[config.mk]
export PLATFORM = sky130hd
export DESIGN_NAME = serial_adder_16
export DESIGN_NICKNAME = d
export VERILOG_FILES = /design/src/rtl/serial_adder_pkg.sv /design/src/rtl/serial_adder_nibble_adder4.sv /design/src/rtl/serial_adder_16.sv
export SDC_FILE = /design/constraint.sdc
export NUM_CORES = 1
export LEC_CHECK = 0
export CAP_MARGIN = 20
export CORE_UTILIZATION = 49
export CTS_CLUSTER_SIZE = 12
export DETAILED_ROUTE_END_ITERATION = 10
export PLACE_DENSITY = 0.86
export SYNTH_ARGS = -nofsm -noshare
export SYNTH_HDL_FRONTEND = slang
export SYNTH_SLANG_ARGS = --single-unit
[constraint.sdc]
create_clock -name clk -period 2.3 [get_ports clk]
set_input_delay 0.69 -clock clk [delete_from_list [all_inputs] [get_ports clk]]
set_output_delay 0.69 -clock clk [all_outputs]
set_load 0.01 [all_outputs]
[src/rtl/serial_adder_pkg.sv]
// -----------------------------------------------------------------------------
// serial_adder_pkg
// Shared definitions for the nibble-serial adder: the datapath slice width and
// the controller state encoding.
// -----------------------------------------------------------------------------
package serial_adder_pkg;

    // Width of one datapath slice processed per RUN cycle.
    localparam int NIBBLE_W = 4;

    typedef enum logic [1:0] {
        IDLE = 2'd0,
        RUN  = 2'd1,
        DONE = 2'd2
    } state_t;

endpackage : serial_adder_pkg

[src/rtl/serial_adder_nibble_adder4.sv]
// -----------------------------------------------------------------------------
// nibble_adder4
// Purely combinational 4-bit ripple-carry adder used as the per-cycle slice of
// the serial adder.
//
// Ports:
//   a[3:0], b[3:0] : addend nibbles
//   cin            : carry into bit 0
//   sum[3:0]       : (a + b + cin) mod 16
//   cout           : carry out of bit 3
// -----------------------------------------------------------------------------
module nibble_adder4
    import serial_adder_pkg::*;
(
    input  logic [NIBBLE_W-1:0] a,
    input  logic [NIBBLE_W-1:0] b,
    input  logic                cin,
    output logic [NIBBLE_W-1:0] sum,
    output logic                cout
);

    // carry[i] is the carry into bit i; carry[NIBBLE_W] is the nibble carry out.
    logic [NIBBLE_W:0] carry;

    assign carry[0] = cin;

    // NOTE: every net here is a continuous assign with no feedback, so no
    // storage can be inferred from this adder.
    for (genvar i = 0; i < NIBBLE_W; i++) begin : g_bit
        assign sum[i]     = a[i] ^ b[i] ^ carry[i];
        assign carry[i+1] = (a[i] & b[i]) | (carry[i] & (a[i] ^ b[i]));
    end

    assign cout = carry[NIBBLE_W];

endmodule : nibble_adder4

[src/rtl/serial_adder_16.sv]
// -----------------------------------------------------------------------------
// serial_adder_16
// Nibble-serial adder: computes a + b + cin one 4-bit slice per clock, least
// significant nibble first, and holds the result until it is consumed.
//
// Parameters:
//   NIBBLES     : nibbles per operand (1..16); operand width W = 4*NIBBLES
//
// Ports:
//   clk         : clock, all state updates on the rising edge
//   rst         : synchronous active-high reset
//   start_valid : a, b, cin valid          start_ready : idle, can accept
//   a, b        : W-bit addends            cin         : carry in
//   done_valid  : sum/cout valid           done_ready  : downstream consumes
//   sum         : (a+b+cin) mod 2^W        cout        : carry out of bit W-1
//   busy        : high while in RUN
// -----------------------------------------------------------------------------
module serial_adder_16
    import serial_adder_pkg::*;
#(
    parameter int NIBBLES = 4
)
(
    input  logic                        clk,
    input  logic                        rst,
    input  logic                        start_valid,
    output logic                        start_ready,
    input  logic [NIBBLE_W*NIBBLES-1:0] a,
    input  logic [NIBBLE_W*NIBBLES-1:0] b,
    input  logic                        cin,
    output logic                        done_valid,
    input  logic                        done_ready,
    output logic [NIBBLE_W*NIBBLES-1:0] sum,
    output logic                        cout,
    output logic                        busy
);

    localparam int              W     = NIBBLE_W * NIBBLES;
    localparam int              CNT_W = $clog2(NIBBLES) + 1;
    localparam logic [CNT_W-1:0] LAST = CNT_W'(NIBBLES - 1);

    state_t           state;
    logic [W-1:0]     a_q;
    logic [W-1:0]     b_q;
    logic [W-1:0]     sum_q;
    logic             carry_q;
    logic [CNT_W-1:0] cnt;

    logic [NIBBLE_W-1:0] nib_sum;
    logic                nib_cout;

    nibble_adder4 u_nibble_adder4 (
        .a    (a_q[NIBBLE_W-1:0]),
        .b    (b_q[NIBBLE_W-1:0]),
        .cin  (carry_q),
        .sum  (nib_sum),
        .cout (nib_cout)
    );

    // NOTE: all registers use non-blocking assignments so every branch reads
    // the pre-edge values, matching the hardware flop behaviour.
    always_ff @(posedge clk) begin
        if (rst) begin
            // NOTE: these are a handful of flops, not a memory array, so clearing
            // them all on reset is cheap and keeps a discarded result invisible.
            state   <= IDLE;
            a_q     <= '0;
            b_q     <= '0;
            sum_q   <= '0;
            carry_q <= 1'b0;
            cnt     <= '0;
        end else begin
            case (state)
                IDLE: begin
                    if (start_valid) begin
                        a_q     <= a;
                        b_q     <= b;
                        carry_q <= cin;
                        cnt     <= '0;
                        state   <= RUN;
                    end
                end

                RUN: begin
                    a_q     <= a_q >> NIBBLE_W;
                    b_q     <= b_q >> NIBBLE_W;
                    // New nibble enters at the MSB end; after NIBBLES shifts the
                    // first (least significant) nibble has reached bit 0.
                    sum_q   <= (sum_q >> NIBBLE_W) | (W'(nib_sum) << (W - NIBBLE_W));
                    carry_q <= nib_cout;
                    cnt     <= cnt + CNT_W'(1);
                    if (cnt == LAST) begin
                        state <= DONE;
                    end
                end

                DONE: begin
                    // Returning to IDLE here (rather than accepting directly)
                    // guarantees one idle cycle between results.
                    if (done_ready) begin
                        state <= IDLE;
                    end
                end

                default: state <= IDLE;
            endcase
        end
    end

    assign start_ready = (state == IDLE);
    assign busy        = (state == RUN);
    assign done_valid  = (state == DONE);
    assign sum         = sum_q;
    assign cout        = carry_q;

endmodule : serial_adder_16

Word-level counts from Yosys, hierarchy flattened
Index checks and enable logic that the tools add are counted. W data, S select, Z words.

Add/subtract/negate cells: 1. $mul: 0. Div/mod/pow operators: 0. Order comparisons: 0. Eq/ne operators: 6. Shift-type cells: 0. Multiplexer cells: 12. Bitwise gates (word level): 21. Reduce and logical (&&, ||, !) cells: 4.

Operator list (number): $pmux W16 S2 (2); $mux W16 (2); $or A12 B16 Y16 (1); $and A1 B1 Y1 (8); $xor A1 B1 Y1 (8); $mux W2 (3); $pmux W2 S3 (1); $pmux W3 S2 (1); $ne A2 B1 Y1 const B (2); $or A1 B1 Y1 (4); $add A3 B1 Y3 const B (1); $eq A3 B2 Y1 const B (1); $mux W3 (1); $reduce_and A3 Y1 (1); $eq A2 B1 Y1 const B (1); $eq A2 B2 Y1 const B (1); $logic_not A2 Y1 (1); $ne A2 B2 Y1 const B (1); $pmux W1 S2 (1); $reduce_and A2 Y1 (1); $reduce_bool A2 Y1 (1); $mux W1 (1).

Bits in registers: 54. Bits in latches: 0. Bits in writable memories: 0. ROM bits: 0. Output and inout bits: 20. Logic and storage cells: 50. Memories kept: 0.

Longest topological paths before layout
Gate-level depths: netlist (run 1).

Depth in word-level cells: 10. Depth in mapped cells: 9.

Hierarchy
A second synthesis (run 1) with hierarchy kept.

Cells, all modules: 249. Area total of the unflattened synthesis: 2285.9 um^2.

Modules (own cells, without submodules): serial_adder_16 (instances 1, cells each 235, area an instance 2168.3 um^2, sequential area each 1081.0 um^2); nibble_adder4 (instances 1, cells each 14, area an instance 117.6 um^2, sequential area each 0.0 um^2).

Worst setup path before layout (run 1)
OpenSTA, ideal clock, no wires.

Path kind: register -> register. From: reg carry_q (netlist: cout). To: reg sum_q[15] (netlist: sum[15]). Arrival time: 1.990 ns. Data required time: 2.214 ns. Slack: 0.224 ns. Cell stages (with the launch flop): 9. Path through: dfxtp_1 -> fa_1 -> inv_1 -> fa_1 -> inv_1 -> fa_1 -> inv_1 -> fa_1 -> a211oi_1.

Cells in the longest elaborated chain, start to end: 8.

Ends and longest elaborated chain: start, declared (line serial_adder_16.sv:46) `logic carry_q;`; start signal, assigned (line serial_adder_16.sv:78) `carry_q <= cin;`; start signal, assigned (line serial_adder_16.sv:90) `carry_q <= nib_cout;`; $and A1 B1 Y1 (line serial_adder_nibble_adder4.sv:31) `assign carry[i+1] = (a[i] & b[i]) | (carry[i] & (a[i] ^ b[i]));`; $or A1 B1 Y1 (line serial_adder_nibble_adder4.sv:31); $and A1 B1 Y1 (line serial_adder_nibble_adder4.sv:31); $or A1 B1 Y1 (line serial_adder_nibble_adder4.sv:31); $and A1 B1 Y1 (line serial_adder_nibble_adder4.sv:31); $or A1 B1 Y1 (line serial_adder_nibble_adder4.sv:31); $xor A1 B1 Y1 (line serial_adder_nibble_adder4.sv:30) `assign sum[i] = a[i] ^ b[i] ^ carry[i];`; $or A12 B16 Y16 (line serial_adder_16.sv:89) `sum_q <= (sum_q >> NIBBLE_W) | (W'(nib_sum) << (W - NIBBLE_W));`; end signal, assigned (line serial_adder_16.sv:89); end, declared (line serial_adder_16.sv:45) `logic [W-1:0] sum_q;`.

No other way between the ends. A chain may end at the register's enable or synchronous reset.

Worst setup path in the final report (run 1)
From: reg state[1]. To: out start_ready.

Cells in the longest elaborated chain, start to end: 1.

Ends and longest elaborated chain: start, declared (line serial_adder_16.sv:42) `state_t state;`; start signal, assigned (line serial_adder_16.sv:66) `state <= IDLE;`; start signal, assigned (line serial_adder_16.sv:80) `state <= RUN;`; start signal, assigned (line serial_adder_16.sv:93) `state <= DONE;`; $logic_not A2 Y1 (line serial_adder_16.sv:110) `assign start_ready = (state == IDLE);`; end, declared (line serial_adder_16.sv:27) `output logic start_ready,`.

No other way between the ends.

==> results of run 1 <==
==> stage by stage <==
stage	util, %	power (mW)
floorplan	-	1.236
global placement	65.06	1.361
detailed placement	65.06	1.374
CTS	67.23	1.913
global route	67.26	1.983
finish	67.26	1.901
==> registers in the layout, indices dropped and copies added, names as in the netlist <==
register and count:
cnt 3, state 2, sum 16, b_q 16, cout 1, a_q 16
==> report_power, final <==
part | leakage (nW) | total (mW) | switching (mW) | internal, mW
Sequential | 0.445 | 1.04 | 0.0416 | 0.995
Combinational | 0.616 | 0.313 | 0.143 | 0.170
Clock | 0.0472 | 0.552 | 0.310 | 0.243
==> area by class of cell <==
| class | instances | share of cell area, % |
|---|---|---|
| sequential | 54 | 36.25 |
| tap | 52 | 2.177 |
| timing repair buffer | 66 | 21.10 |
| clock buffer | 6 | 2.763 |
| multi-input combinational | 142 | 32.90 |
| inverter | 35 | 4.395 |
| clock inverter | 2 | 0.4186 |
==> kinds of logic after synthesis <==
| logic type | share of synthesized area (%) |
|---|---|
| buf+inv | 10.33 |
| compound gates | 27.50 |
| simple gates | 9.783 |
| mux | 0.8696 |
| flops | 46.96 |
| fa+ha+maj | 4.565 |
==> worst max path at each step <==
stage	from	to	depth (start not counted)	slack, ps
after floorplan	cout$_SDFFE_PP0P_	sum[15]$_SDFFE_PP0P_	8	220
after global placement	cout$_SDFFE_PP0P_	sum[15]$_SDFFE_PP0P_	8	230
after detailed placement	cout$_SDFFE_PP0P_	sum[15]$_SDFFE_PP0P_	8	160
after CTS	state[1]$_SDFFE_PP0P_	start_ready	3	30
after global routing	state[1]$_SDFFE_PP0P_	start_ready	3	40
final	state[1]$_SDFFE_PP0P_	start_ready	3	80
==> Yosys cell counts, drive strengths merged <==
cell type  instances  share of area [%]
o21ai              5                1.1
inv               35                5.7
nand2             29                4.7
o221a             25                 12
fa                 4                3.5
a21oi             44                 11
a22oi              5                1.6
buf               13                3.6
nand3b             5                1.6
clkbuf             6               0.98
dfxtp             54                 47
nor2              12                2.1
nand2b             1               0.27
ha                 2                1.1
a2bb2oi            1               0.38
nor3               1               0.22
a211oi             2               0.65
mux2i              2               0.87
o21bai             1               0.33
nor2b              2               0.54
nor3b              1               0.33
==> metal layers <==
layer  up-vias  share of wire, %
li1        962                 -
met1       899                44
met2        49                50
met3         5               4.9
met4         0               1.0
met5         -                 0
==> critical path, delay by kind of cell, from the launching register on <==
family | cells | cell delay [ps]
and+or+nand+nor | 1 | 130
buffers and inverters | 2 | 710
DFF | 1 | 370
==> metrics.cfg, run 1 <==
[clock_tree]
cts_setup_buffers=0
clk_latency_ps=310
cts_tree=done
ctsHoldBuffers=0
clock-sinks=54
htree_levels=2
clk_path_buf_depth=2
root_buffer=clkbuf_8
cts.clk_slew.worst_paths_ps=90
cts-buffers-inserted=5
ctsResizeCount=1

[setup_path]
reg2reg_from=cout$_SDFFE_PP0P_
crit_fanout=9
startpoint_type=register
rr_worst_depth=8
r2r_end=sum[15]$_SDFFE_PP0P_
critPathSlowestCell=clkdlybuf4s50_1
r2r_slack_ps=160
end_kind=output pin
critPathArrivalTime_ps=1530
cp_data_required_time_ps=1610
critPathKind=reg -> out
path_cells=buf_4 -> nor2_2 -> clkdlybuf4s50_1
slowest_delay_ps=550

[timing]
rsz0062_at_grt=false
fin_crit_sh_pct=96.40
final_max_slew_viol_count=0
setup_viol=0
fin_crit_ps=2217
skew_ps=6.749
worst_hold_slack_ps=454.6
hold_viol=0
fin_setup_tns_ps=0
timing.fmax_mhz=451.0
fin_ws_ps=82.79
slew_headroom_pct=56.79
tightest_slew_ps=648.2

[global_route]
met3_usage_pct=4.558
grt_max_degree=47
use_met2_pct=35.49
grt_usage_pct=20.69
grt.met1_usage_pct=26.06
grt-busiest-layer=met2
grt_pass1_wl_um=8162
overflow=0
antenna_found_initial=0
grt_pass1_vias=1844

[floorplanning]
dieHeight_um=70.55
coreArea_mm2=0.004444
num_io_pins=57
initial_utilization_pct=51.80
die-area_mm2=0.004977
fp-row-count=24
die_x_um=70.55

[pwr]
power.leakage_nw=1.108
peakVddDrop_v=0.0003886
power.density_mw_per_mm2=636.1

[flow_run]
maxCapViolCount=0

[hold_path]
min_path_cells=2
min_from=sum[0]$_SDFFE_PP0P_
hold_end=sum[0]$_SDFFE_PP0P_
hold_path_class=reg -> reg

[routing]
drt_iter0_drc=169
wl_per_cell_um=13.51
routed_via_density=5.364
drc=10
ant_nets=0
drt_wl_total_um=4824
vias=1915
drtPass1Iterations=7

[synthesis]
synth-warning-count=0
seq_area_frac_synth_pct=46.96
synth_seq_cells=54
netlist_area_mm2=0.002302
avgSynthCellArea_um2=9.209
synth_cells=250
synthDistinctLibCells=28
synth_nets=293

[outcome]
violations=design-rule violations
status=finished, violations left

[finish]
fillers=384
antenna_cells=0
fin_cells=357
multi_input_area_um2=983.4
finalNetCount=347
layout_common_cells=55 x clkdlybuf4s50_1, 52 x dfxtp_1, 34 x inv_1, 34 x a21oi_1, 29 x nand2_1
layout_commonest_cell=clkdlybuf4s50_1
drive_gt1_share_pct=15.41
syn2layout_area_growth_pct=29.84
final_area_mm2=0.002989
regArea_mm2=0.001084

[placement]
io_buffer_count=56
dp.cells=349
gp_congestion=0.7245
dp_hpwl_um=3460
pre_cts_ws_ps=161.9
dpl_cell_area_mm2=0.002892

No activity file was read; power rests on OpenSTA's default activity.
==> inputs of run 2 (changes only) <==
Settings changed: TNS_END_PERCENT from default to 50.
==> results of run 2 <==
Final layout, timing and power as in run 1 (identical DEF).
